===== src/rtl/alu_pkg.sv =====
// Shared definitions for the ALU control decoder and the execute-stage ALU:
// operation codes, FSM state encoding and datapath width.
package alu_pkg;

  localparam int DATA_WIDTH = 32;

  localparam logic [3:0] ALU_OR      = 4'b0010;
  localparam logic [3:0] ALU_ADD     = 4'b0011;
  localparam logic [3:0] ALU_SUB     = 4'b0100;
  localparam logic [3:0] ALU_LUI     = 4'b0101;
  localparam logic [3:0] ALU_AND     = 4'b0110;
  localparam logic [3:0] ALU_MUL     = 4'b0111;
  localparam logic [3:0] ALU_DEFAULT = 4'b1001;

  typedef enum logic {
    ST_IDLE = 1'b0,
    ST_MUL  = 1'b1
  } alu_state_e;

endpackage


===== src/rtl/alu_execute_unit_if.sv =====
// Request/response bundle between operand selection, the execute ALU and write-back.
interface alu_execute_unit_if #(
  parameter int DATA_WIDTH = alu_pkg::DATA_WIDTH
);
  logic                  start_i;
  logic [3:0]            alu_operation_i;
  logic [DATA_WIDTH-1:0] a_data_i;
  logic [DATA_WIDTH-1:0] b_data_i;
  logic                  ready_o;
  logic                  valid_o;
  logic [DATA_WIDTH-1:0] result_o;
  logic                  zero_o;
  logic                  overflow_o;
  logic                  illegal_o;

  modport master (
    output start_i, alu_operation_i, a_data_i, b_data_i,
    input  ready_o, valid_o, result_o, zero_o, overflow_o, illegal_o
  );

  modport slave (
    input  start_i, alu_operation_i, a_data_i, b_data_i,
    output ready_o, valid_o, result_o, zero_o, overflow_o, illegal_o
  );
endinterface


===== src/rtl/shift_add_multiplier.sv =====
// Iterative shift-add multiplier: one partial-product step per cycle, WIDTH steps.
// done_o flags the final step; product_o then carries the completed low-half product.
module shift_add_multiplier #(
  parameter int WIDTH = alu_pkg::DATA_WIDTH
) (
  input  logic             clk_i,
  input  logic             rst_i,
  input  logic             load_i,
  input  logic [WIDTH-1:0] a_i,
  input  logic [WIDTH-1:0] b_i,
  output logic             done_o,
  output logic [WIDTH-1:0] product_o
);
  localparam int              CNT_W = $clog2(WIDTH);
  localparam logic [CNT_W-1:0] LAST = CNT_W'(WIDTH - 1);

  logic [WIDTH-1:0] mcand_q;
  logic [WIDTH-1:0] mplier_q;
  logic [WIDTH-1:0] acc_q;
  logic [WIDTH-1:0] acc_d;
  logic [CNT_W-1:0] cnt_q;
  logic             busy_q;

  assign acc_d     = acc_q + (mplier_q[0] ? mcand_q : '0);
  assign done_o    = busy_q && (cnt_q == LAST);
  // Expose the accumulator including the current step so the last add is not lost.
  assign product_o = acc_d;

  always_ff @(posedge clk_i) begin
    if (rst_i) begin
      mcand_q  <= '0;
      mplier_q <= '0;
      acc_q    <= '0;
      cnt_q    <= '0;
      busy_q   <= 1'b0;
    end else if (load_i) begin
      mcand_q  <= a_i;
      mplier_q <= b_i;
      acc_q    <= '0;
      cnt_q    <= '0;
      busy_q   <= 1'b1;
    end else if (busy_q) begin
      acc_q    <= acc_d;
      mcand_q  <= mcand_q << 1;
      mplier_q <= mplier_q >> 1;
      cnt_q    <= cnt_q + 1'b1;
      if (cnt_q == LAST) begin
        busy_q <= 1'b0;
      end
    end
  end
endmodule


===== src/rtl/alu_execute_unit.sv =====
// Execute-stage ALU: single-cycle ADD/SUB/OR/AND/LUI, iterative MUL, registered
// result with zero/overflow/illegal flags and a one-cycle valid pulse.
module alu_execute_unit
  import alu_pkg::*;
#(
  parameter int DATA_WIDTH = alu_pkg::DATA_WIDTH
) (
  input  logic               clk_i,
  input  logic               rst_i,
  alu_execute_unit_if.slave  bus
);
  alu_state_e            state_q, state_d;
  logic [DATA_WIDTH-1:0] result_q, result_d;
  logic                  zero_q, zero_d;
  logic                  ovf_q, ovf_d;
  logic                  ill_q, ill_d;
  logic                  valid_q, valid_d;

  logic [DATA_WIDTH-1:0] sum, diff, alu_res;
  logic                  alu_ovf, alu_ill;
  logic                  mul_load, mul_done;
  logic [DATA_WIDTH-1:0] mul_product;

  shift_add_multiplier #(.WIDTH(DATA_WIDTH)) u_mul (
    .clk_i     (clk_i),
    .rst_i     (rst_i),
    .load_i    (mul_load),
    .a_i       (bus.a_data_i),
    .b_i       (bus.b_data_i),
    .done_o    (mul_done),
    .product_o (mul_product)
  );

  assign sum  = bus.a_data_i + bus.b_data_i;
  assign diff = bus.a_data_i - bus.b_data_i;

  always_comb begin
    alu_res = '0;
    alu_ovf = 1'b0;
    alu_ill = 1'b0;
    case (bus.alu_operation_i)
      ALU_ADD: begin
        alu_res = sum;
        alu_ovf = (bus.a_data_i[DATA_WIDTH-1] == bus.b_data_i[DATA_WIDTH-1]) &&
                  (sum[DATA_WIDTH-1] != bus.a_data_i[DATA_WIDTH-1]);
      end
      ALU_SUB: begin
        alu_res = diff;
        alu_ovf = (bus.a_data_i[DATA_WIDTH-1] != bus.b_data_i[DATA_WIDTH-1]) &&
                  (diff[DATA_WIDTH-1] != bus.a_data_i[DATA_WIDTH-1]);
      end
      ALU_OR:  alu_res = bus.a_data_i | bus.b_data_i;
      ALU_AND: alu_res = bus.a_data_i & bus.b_data_i;
      ALU_LUI: alu_res = {bus.b_data_i[15:0], {(DATA_WIDTH-16){1'b0}}};
      default: alu_ill = 1'b1;
    endcase
  end

  always_comb begin
    state_d  = state_q;
    result_d = result_q;
    zero_d   = zero_q;
    ovf_d    = ovf_q;
    ill_d    = ill_q;
    valid_d  = 1'b0;
    mul_load = 1'b0;
    case (state_q)
      ST_IDLE: begin
        if (bus.start_i) begin
          if (bus.alu_operation_i == ALU_MUL) begin
            mul_load = 1'b1;
            state_d  = ST_MUL;
          end else begin
            result_d = alu_res;
            zero_d   = (alu_res == '0);
            ovf_d    = alu_ovf;
            ill_d    = alu_ill;
            valid_d  = 1'b1;
          end
        end
      end
      ST_MUL: begin
        if (mul_done) begin
          result_d = mul_product;
          zero_d   = (mul_product == '0);
          ovf_d    = 1'b0;
          ill_d    = 1'b0;
          valid_d  = 1'b1;
          state_d  = ST_IDLE;
        end
      end
      default: state_d = ST_IDLE;
    endcase
  end

  always_ff @(posedge clk_i) begin
    if (rst_i) begin
      state_q  <= ST_IDLE;
      result_q <= '0;
      zero_q   <= 1'b1;
      ovf_q    <= 1'b0;
      ill_q    <= 1'b0;
      valid_q  <= 1'b0;
    end else begin
      state_q  <= state_d;
      result_q <= result_d;
      zero_q   <= zero_d;
      ovf_q    <= ovf_d;
      ill_q    <= ill_d;
      valid_q  <= valid_d;
    end
  end

  // Ready depends on state alone so upstream never sees a start-to-ready loop.
  assign bus.ready_o    = (state_q == ST_IDLE);
  assign bus.valid_o    = valid_q;
  assign bus.result_o   = result_q;
  assign bus.zero_o     = zero_q;
  assign bus.overflow_o = ovf_q;
  assign bus.illegal_o  = ill_q;
endmodule

===== src/flat_wrapper.sv =====
// flat-port wrapper written by rule: the top's interface ports become plain ports
module alu_execute_unit_flat import alu_pkg::*;
#(
  parameter int DATA_WIDTH = alu_pkg::DATA_WIDTH
)
  (clk_i, rst_i, bus_start_i, bus_alu_operation_i, bus_a_data_i, bus_b_data_i, bus_ready_o, bus_valid_o, bus_result_o, bus_zero_o, bus_overflow_o, bus_illegal_o);
  alu_execute_unit_if #(.DATA_WIDTH(DATA_WIDTH)) bus_i ();
  input  logic clk_i;
  input  logic rst_i;
  input wire logic [$bits(bus_i.start_i)-1:0] bus_start_i;
  input wire logic [$bits(bus_i.alu_operation_i)-1:0] bus_alu_operation_i;
  input wire logic [$bits(bus_i.a_data_i)-1:0] bus_a_data_i;
  input wire logic [$bits(bus_i.b_data_i)-1:0] bus_b_data_i;
  output wire logic [$bits(bus_i.ready_o)-1:0] bus_ready_o;
  output wire logic [$bits(bus_i.valid_o)-1:0] bus_valid_o;
  output wire logic [$bits(bus_i.result_o)-1:0] bus_result_o;
  output wire logic [$bits(bus_i.zero_o)-1:0] bus_zero_o;
  output wire logic [$bits(bus_i.overflow_o)-1:0] bus_overflow_o;
  output wire logic [$bits(bus_i.illegal_o)-1:0] bus_illegal_o;
  assign bus_i.start_i = bus_start_i;
  assign bus_i.alu_operation_i = bus_alu_operation_i;
  assign bus_i.a_data_i = bus_a_data_i;
  assign bus_i.b_data_i = bus_b_data_i;
  assign bus_ready_o = bus_i.ready_o;
  assign bus_valid_o = bus_i.valid_o;
  assign bus_result_o = bus_i.result_o;
  assign bus_zero_o = bus_i.zero_o;
  assign bus_overflow_o = bus_i.overflow_o;
  assign bus_illegal_o = bus_i.illegal_o;
  alu_execute_unit #(.DATA_WIDTH(DATA_WIDTH)) u_core (.clk_i(clk_i), .rst_i(rst_i), .bus(bus_i));
endmodule

===== config.mk =====
export PLATFORM = sky130hd
export DESIGN_NAME = alu_execute_unit_flat
export DESIGN_NICKNAME = d
export VERILOG_FILES = /design/src/rtl/alu_pkg.sv /design/src/rtl/alu_execute_unit_if.sv /design/src/rtl/shift_add_multiplier.sv /design/src/rtl/alu_execute_unit.sv /design/src/flat_wrapper.sv
export SDC_FILE = /design/constraint.sdc
export NUM_CORES = 1
export LEC_CHECK = 0
export CORE_UTILIZATION = 55
export CTS_BUF_LIST = sky130_fd_sc_hd__clkbuf_8 sky130_fd_sc_hd__clkbuf_16
export DETAILED_ROUTE_END_ITERATION = 10
export PLACE_DENSITY = 0.86
export SLEW_MARGIN = 20
export SYNTH_ARGS = -nofsm -noshare
export SYNTH_HDL_FRONTEND = slang
export SYNTH_SLANG_ARGS = --single-unit

===== constraint.sdc =====
create_clock -name clk_i -period 9.1 [get_ports clk_i]
set_clock_uncertainty 0.2 [all_clocks]
set_input_delay 1.365 -clock clk_i [delete_from_list [all_inputs] [get_ports clk_i]]
set_output_delay 1.365 -clock clk_i [all_outputs]
set_load 0.1 [all_outputs]

### Word level (Yosys, flattened, before mapping)

Index checks and enable logic that the tools add are counted.

| storage, ports and cells | value |
|---|---|
| input port bits | 71 |
| word-level logic and storage cells | 76 |
| output and inout port bits | 37 |
| flip-flop bits (word level) | 139 |

| operators by class | value |
|---|---|
| bitwise operators | 3 |
| eq/ne operators | 14 |
| mux-type cells | 35 |
| reduce and logical (&&, ||, !) cells | 9 |
| $add $sub $neg | 4 |

Operator list:

| kind | number |
|---|---|
| 2-to-1 mux 32 bit | 8 |
| case mux 32 bit (5 select lines) | 1 |
| adder 32 bit | 2 |
| zero test 32 bit | 2 |
| case mux 32 bit (2 select lines) | 1 |
| bitwise AND 32 bit | 1 |
| OR 32 bit | 1 |
| subtractor 32 bit | 1 |
| 2-to-1 mux 1 bit | 19 |
| equality test 4 x 3 -> 1 bit (second input constant) | 4 |
| case mux 1 bit (2 select lines) | 6 |
| equality test 4 x 2 -> 1 bit (second input constant) | 2 |
| != test 2 bit (second input constant) | 3 |
| adder 5 x 1 -> 5 bit (second input constant) | 1 |
| equality test 5 bit (second input constant) | 1 |
| OR reduction 5 bit | 1 |
| logical AND 1 bit | 3 |
| != test 1 bit | 3 |
| AND reduction 3 bit | 1 |
| nonzero test 2 bit | 1 |
| OR reduction 2 bit | 1 |
| equality test 1 bit | 1 |
| inverter 1 bit | 1 |

### Logic depth before layout (Yosys ltp)

Gate-level depths: netlist (run 1).

| logic depth | value |
|---|---|
| depth in word-level cells | 7 |
| gate-level depth with buffers | 16 |
| mapped depth without buffers | 15 |

### By module

Synthesis (run 1) repeated with hierarchy kept, for this count alone.

| second synthesis, totals | value |
|---|---|
| cells, all modules | 1918 |
| area, all modules | 14163.6 um^2 |

By module, submodules not included:

| module | sequential area each (um^2) | area an instance (um^2) | instances | cells an instance |
|---|---|---|---|---|
| alu_execute_unit | 740.7 | 7671.1 | 1 | 1099 |
| shift_add_multiplier | 2042.0 | 6492.5 | 1 | 819 |

### Worst setup path after synthesis (run 1)

No wires, ideal clock.

| timing | value |
|---|---|
| kind | in2reg |
| start | in bus_b_data_i[12] |
| end | reg u_core.zero_q, in the netlist u_core.bus.zero_o |
| cell stages on the path | 13 |
| library setup time | 84 ps |
| path buffers | 1 |
| path slack | 4389 ps |
| required time | 8816 ps |
| data arrival time | 4427 ps |
| cells stage by stage | inv_1 -> ha_1 -> buf_6 -> or4_4 -> a2111o_1 -> a311o_1 -> o21ai_2 -> a21oi_1 -> o21bai_2 -> o221a_1 -> o21ai_1 -> or4_1 -> o31ai_2 |

| between the ends | value |
|---|---|
| cells in the longest elaborated chain, start to end | 6 |
| elaborated cells between the ends (all ways) | 9 |
| those cells by class | add/sub: 2; mux: 4; bitwise: 2; reduce/logical: 1 |

Ends and longest elaborated chain:

| what | line | text |
|---|---|---|
| from (decl) | flat_wrapper.sv:13 | `input wire logic [$bits(bus_i.b_data_i)-1:0] bus_b_data_i;` |
| subtractor 32 bit, or another cell as far along | alu_execute_unit.sv:35 | `assign diff = bus.a_data_i - bus.b_data_i;` |
| case mux 32 bit (5 select lines) * | alu_execute_unit.sv:41 | `case (bus.alu_operation_i)` |
| zero test 32 bit * | alu_execute_unit.sv:75 | `zero_d = (alu_res == '0);` |
| 2-to-1 mux 1 bit * | alu_execute_unit.sv:70 | `if (bus.alu_operation_i == ALU_MUL) begin` |
| 2-to-1 mux 1 bit * | alu_execute_unit.sv:69 | `if (bus.start_i) begin` |
| case mux 1 bit (2 select lines) * | alu_execute_unit.sv:67 | `case (state_q)` |
| to (signal assigned) | alu_execute_unit.sv:107 | `zero_q <= zero_d;` |
| to (decl) | alu_execute_unit.sv:14 | `logic zero_q, zero_d;` |

Mark *: on every way between the ends. The rest lies on a longest branch, timed or not. The select of a mux whose other input is x is not followed.
A chain may end at the register's enable or synchronous reset.

### Final worst setup path (run 1)

| timing | value |
|---|---|
| start | in bus_b_data_i[1] |
| end | reg u_core.zero_q, in the netlist u_core.bus.zero_o |

Same word-level chain as after synthesis.

==> results.md, run 1 <==
- NumNets Final: 1995
- Placed insts: 2085
- Tmin final: 5.77 ns
- Synthesized net count: 1967
- Final period utilization: 63.4%
- CP max stage delay: 0.71 ns
- Clock Latency Late Sink: 0.45 ns
- Crit path cell chain: clkdlybuf4s50_1 -> inv_1 -> ha_1 -> or2_0 -> a221o_1 -> a2111oi_0 -> nor2_1 -> a221o_1 -> a221oi_1 -> o21a_1 -> nand4_1 -> nor4_1 -> nand3_1 -> o31ai_2
- CTS max path bufs: 2
- Post-CTS Hold Fix Bufs: 0
- Max_cap viols: 0
- CTS tree: built
- First-pass GRT wire length: 72.2 mm
- Crit end category: register
- GP Congestion: 1.07
- Pre-CTS setup slack: 3.02 ns
- Number of inserted diodes: 0
- FMAX: 173 MHz
- Total gr overflow: 0
- Async S/R FF share, synth: 0%
- LEAKAGE: 0.00589 uW
- TritonRoute pass-1 iters: 6
- Pins Over Slew Limit: 0
- Cells after Synth: 1757
- Clock-pin transition on the worst setup and hold timing paths: 0.07 ns
- Post-synth EDFFs: 0
- Die height: 157 um
- Chip Width: 157 um
- Top cell by count, worst path: a221o_1
- Wire per inst: 22.4 um
- Slew margin rel.: 22.9%
- Detailed Place HPWL: 35.2 mm
- H-Tree Depth: 4
- Layout Area Growth over Synthesis: 13.6%
- Final setup violation count: 0
- Register bit total from synthesis: 139
- Vias/cell: 6.60
- Synth cell types: 88
- Vias in the first global route: 12.7k
- Worst slew pin tran: 1.14 ns
- WL final: 47.3 mm
- Initial antenna violation count: 0
- Power Density: 131 nW/um^2
- Fill count: 2061
- Slowest library cell on the worst path: clkdlybuf4s50_1
- Initial Util: 56.0%
- Peak supply drop: 97.1 uV
- Post-CTS setup buffers: 0
- Crit Path Class: in -> reg
- DR DRC count: 0
- Post-Syn Area: 13100 sq um
- Register area share after synthesis: 21.2%
- Number of buffers added on ports: 107
- Sinks on Clock Net: 139
- Status: finished clean
- Startpoint Class: input pin
- Total GRT Usage: 38.4%
- Syn. warnings: 0
- Critical Path RT: 9.26 ns
- Core area: 23500 sq um
- Cts bufs inserted: 17
- CTS resizes: 0
- Area occupied by multi-input gates: 9540 sq um
- Mean post-synth cell area: 7.48 sq um
- WP data arrival: 5.93 ns
- Final Util: 63.6%
- Layout cells sized above 1: 4.56%
- Min-delay worst type: reg -> reg
- Setup tns final: 0 ns
- Clock root buffer: clkbuf_16
- Final hold violation count: 0
- Largest net degree at the start of global routing: 83
- Seq. cell area: 2790 sq um
- ANT nets after route: 0
- First DRT Iteration DRCs: 1803
- Top Ports: 108
- Row count: 56
- Main flop type after synthesis: dfxtp_1
- Max Fanout on Critical Path: 5
- Vias: 14.0k
- Cell Count, Final, Fillers Out: 2117
- RSZ-0062 raised after global routing: false
- PnR worst setup slack: 3.33 ns
- Die ar.: 24500 sq um
cells in the mapped netlist (5+ instances only):
library cell / number / area (sq um)
nand4_1: 22 / 138
nor2b_1: 14 / 87.6
a221o_1: 12 / 120
o211ai_1: 33 / 248
a211o_1: 10 / 87.6
nand2b_1: 26 / 163
nor3_1: 34 / 170
xor2_1: 15 / 131
nor4_1: 14 / 87.6
a21oi_1: 147 / 736
a21o_1: 18 / 135
o2111ai_1: 7 / 61.3
o21a_1: 14 / 105
inv_2: 12 / 45.0
a31oi_1: 14 / 87.6
buf_1: 10 / 37.5
nand3b_1: 5 / 37.5
a221oi_1: 18 / 158
a22oi_1: 9 / 67.6
o31a_1: 5 / 43.8
inv_1: 103 / 387
and3_1: 9 / 56.3
mux2i_1: 83 / 831
o221ai_1: 13 / 114
o21ai_1: 20 / 100
and2_1: 40 / 250
dfxtp_1: 139 / 2780
nand2_1: 128 / 480
o21ai_0: 57 / 285
o21bai_1: 19 / 143
a21boi_0: 5 / 37.5
ha_1: 136 / 1700
xnor2_1: 12 / 105
clkbuf_1: 96 / 360
a211oi_1: 90 / 676
a2111oi_0: 5 / 43.8
o31ai_1: 14 / 105
nand3_1: 22 / 110
or3_1: 14 / 87.6
nor2_1: 212 / 796
routing by layer:
metal	routed length, um	global-route usage [%]
met3	4880	6.20
met4	1570	14.5
met1	20400	53.5
met5	0	0
met2	20500	59.0
critical path: cells and delay by family:
family | cells | cell delay [ns]
buffers and inverters | 2 | 0.89
AND/OR/NAND/NOR | 5 | 0.97
AO/OA/AOI/OAI | 6 | 2.37
adder cells (fa/ha/maj) | 1 | 0.35
flip-flops by register name, indices dropped and copies added, names as in the netlist:
signal,count
u_core.bus.valid_o,1
u_core.state_q,1
u_core.bus.result_o,32
u_core.bus.overflow_o,1
u_core.bus.illegal_o,1
u_core.u_mul.acc_q,32
u_core.u_mul.busy_q,1
u_core.u_mul.mcand_q,32
u_core.u_mul.cnt_q,5
u_core.u_mul.mplier_q,32
u_core.bus.zero_o,1
cell families after synthesis:
family / Yosys count / share of synthesized area [%]
AO/OA/AOI/OAI: 574 / 30.2
XOR/XNOR: 27 / 1.80
adder cells (fa/ha/maj): 139 / 13.4
buffers and inverters: 226 / 6.55
flip-flops: 139 / 21.2
multiplexers: 84 / 6.41
AND/OR/NAND/NOR: 568 / 20.5
power breakdown:
group	internal [uW]	total [uW]	switching [uW]
Sequential	627	642	14.4
Clock	370	726	356
Combinational	187	591	404
path summary, 6_finish.rpt:
check	from	end	slack, ns	cells past startpoint
worst min register to register	u_core.bus.result_o[17]	u_core.bus.result_o[17]	0.25	2
worst max register to register	u_core.u_mul.mplier_q[0]	u_core.bus.result_o[27]	3.95	13
worst max-delay path	bus_b_data_i[1]	u_core.bus.zero_o	3.33	14
worst min-delay path	u_core.bus.result_o[17]	u_core.bus.result_o[17]	0.25	2
final cells by class:
type,instances,area share [%]
timing repair buffer,120,7.81
multi-input combinational,1392,63.9
sequential,139,18.7
clock buffer,17,2.85
inverter,115,2.89
clock inverter,15,1.17
tap,319,2.67
placed cells by master, fill, tap and decap left out, drive strengths merged, types with 15 or more instances in the layout:
cell	instances
a211oi	90
a21o	18
a21oi	148
a221oi	18
and2	40
clkbuf	17
clkdlybuf4s50	106
dfxtp	139
ha	136
inv	122
mux2i	83
nand2	128
nand2b	26
nand3	22
nand4	22
nor2	212
nor3	35
o211ai	33
o21ai	78
o21bai	20
o31ai	15
xor2	15
metrics by stage:
step | power, uW | area (sq um) | hold WS [ns]
after floorplan | 1040 | 13100 | 0.250
after global placement | 1220 | 14300 | 0.238
after detailed placement | 1220 | 14300 | 0.244
after CTS | 1940 | 14900 | 0.253
after global routing | 2020 | 14900 | 0.270
final | 1960 | 14900 | 0.249
(Power assumes the default switching activity.)
==> run 2: changes to the inputs <==
==> constraint.sdc (replaced) <==
create_clock -name clk_i -period 5.7 [get_ports clk_i]
set_clock_uncertainty 0.2 [all_clocks]
set_input_delay 0.855 -clock clk_i [delete_from_list [all_inputs] [get_ports clk_i]]
set_output_delay 0.855 -clock clk_i [all_outputs]
set_load 0.1 [all_outputs]
==> run 2 against run 1 <==
Combinational power grew 66%. Worst hold slack gained 0.0069 ns. Flip-flop and latch count is the same. Global-route usage grew 1.2 points. Critical path depth grew 1. Largest cell class unchanged. Via count grew 0.59%. Design area grew 2.3%. First-iteration DRC count shrank 2.6%. Clock power grew 63%. Sequential share of layout area shrank 0.41 points.
==> results.md, run 2 (synthesis results as in run 1) <==
- Number of buffers added on ports: 107
- Sinks on Clock Net: 139
- Reg2reg path depth: 15
- Setup tns final: 0 ns
- Layout Area Growth over Synthesis: 16.1%
- Die ar.: 24500 sq um
- Layout cells sized above 1: 6.64%
- TritonRoute pass-1 iters: 8
- Crit Path Class: in -> reg
- Hold_ws: 0.256 ns
- Top Ports: 108
- Clock-pin transition on the worst setup and hold timing paths: 0.07 ns
- Number of inserted diodes: 0
- Worst hold path depth: 2
- CTS tree: built
- Max_cap viols: 0
- Row count: 56
- Crit end category: register
- LEAKAGE: 0.00610 uW
- Post-CTS setup buffers: 0
- Die height: 157 um
- Startpoint Class: input pin
- Total gr overflow: 0
- Worst slew pin tran: 0.984 ns
- Vias: 14.1k
- Pins Over Slew Limit: 0
- Hold Crit Endpoint: u_core.bus.result_o[17]
- Vias/cell: 6.52
- DR DRC count: 0
- Core area: 23500 sq um
- Power Density: 209 nW/um^2
- Initial Util: 56.0%
- CTS resizes: 0
- Critical Path RT: 5.86 ns
- Largest net degree at the start of global routing: 60
- Chip Width: 157 um
- Detailed Place HPWL: 37.3 mm
- Wire per inst: 22.6 um
- GP Congestion: 1.02
- Final hold violation count: 0
- Post-CTS Hold Fix Bufs: 0
- WP data arrival: 5.22 ns
- NumNets Final: 2035
- Final period utilization: 88.7%
- WL final: 48.8 mm
- Min-delay worst type: reg -> reg
- H-Tree Depth: 4
- Vias in the first global route: 12.7k
- Peak supply drop: 171 uV
- Status: finished clean
- Initial antenna violation count: 0
- FMAX: 198 MHz
- Final setup violation count: 0
- RSZ-0062 raised after global routing: false
- Reg2Reg Launch Point: u_core.u_mul.mplier_q[0]
- Clock Latency Late Sink: 0.45 ns
- Clock root buffer: clkbuf_16
- Cts bufs inserted: 17
- Total GRT Usage: 39.5%
- Max Fanout on Critical Path: 11
- Placed insts: 2125
- Fill count: 2073
- Cell Count, Final, Fillers Out: 2157
- First-pass GRT wire length: 73.7 mm
- Worst R2R Setup Slack: 1.07 ns
- Tmin final: 5.06 ns
- Pwr Total: 3180 uW
- Hold Startpoint: u_core.bus.result_o[17]
- Slew margin rel.: 34.2%
- PnR worst setup slack: 0.642 ns
- Pre-CTS setup slack: 0.319 ns
- Commonest non-fill, non-tap cell in the layout: nor2_1
- Commonest non-fill, non-tap cells in the layout: 211 x nor2_1, 147 x a21oi_1, 137 x dfxtp_1
- Reg2reg end: u_core.bus.result_o[27]
- CTS max path bufs: 2
- ANT nets after route: 0
- First DRT Iteration DRCs: 1756
-- run 2: cell types whose count changed in the layout (fill, tap and decap cells not counted), sizes merged --
| cell | previous run | this run |
|---|---|---|
| clkinvlp | 1 | 0 |
| inv | 122 | 123 |
| buf | 14 | 54 |
-- run 2: where the power goes --
part	switching (uW)	internal (uW)
Clock	579	600
Sequential	24.6	1000
Combinational	659	320
-- run 2: worst max path at each step --
| stage | start | end | slack [ns] | depth (start not counted) |
|---|---|---|---|---|
| final | bus_b_data_i[6] | u_core.bus.zero_o | 0.64 | 15 |
| after global placement | bus_b_data_i[0] | u_core.bus.zero_o | 0.37 | 14 |
| after CTS | bus_b_data_i[0] | u_core.bus.zero_o | 0.75 | 14 |
| after global routing | bus_b_data_i[6] | u_core.bus.zero_o | 0.35 | 15 |
| after detailed placement | bus_b_data_i[0] | u_core.bus.zero_o | 0.32 | 14 |
| after floorplan | bus_b_data_i[12] | u_core.bus.zero_o | 1.50 | 13 |
-- run 2: layout make-up --
| class | instances | area, sq um | share of cell area (%) |
|---|---|---|---|
| tap | 319 | 399 | 2.62 |
| sequential | 139 | 2790 | 18.3 |
| clock inverter | 15 | 189 | 1.24 |
| clock buffer | 17 | 425 | 2.79 |
| timing repair buffer | 160 | 1490 | 9.77 |
| inverter | 115 | 432 | 2.83 |
| multi-input combinational | 1392 | 9540 | 62.5 |
-- run 2: stage by stage --
step	cell area (sq um)	utilization (%)
detailed placement	14600	62.4
floorplan	13100	-
CTS	15300	65.0
global placement	14600	62.4
finish	15300	65.0
global route	15300	65.0
-- run 2: critical path, stage by stage --
cell and delay, ns:
clkdlybuf4s50_1 0.53, inv_1 0.08, ha_1 0.44, a21oi_1 0.45, o211ai_1 0.28, a21boi_0 0.20
a221o_1 0.32, a221o_1 0.37, nand4b_1 0.22, nor4_1 0.40, buf_4 0.19, nand4_1 0.11
nor4_1 0.40, nand3_1 0.14, o31ai_2 0.22
-- run 2: per-layer routing --
metal,wire length [um],GRT usage [%],vias to the layer above
met3,4570,5.37,104
li1,-,-,6578
met2,21000,60.4,772
met4,1630,13.5,0
met5,0,0,-
met1,21700,56.5,6599
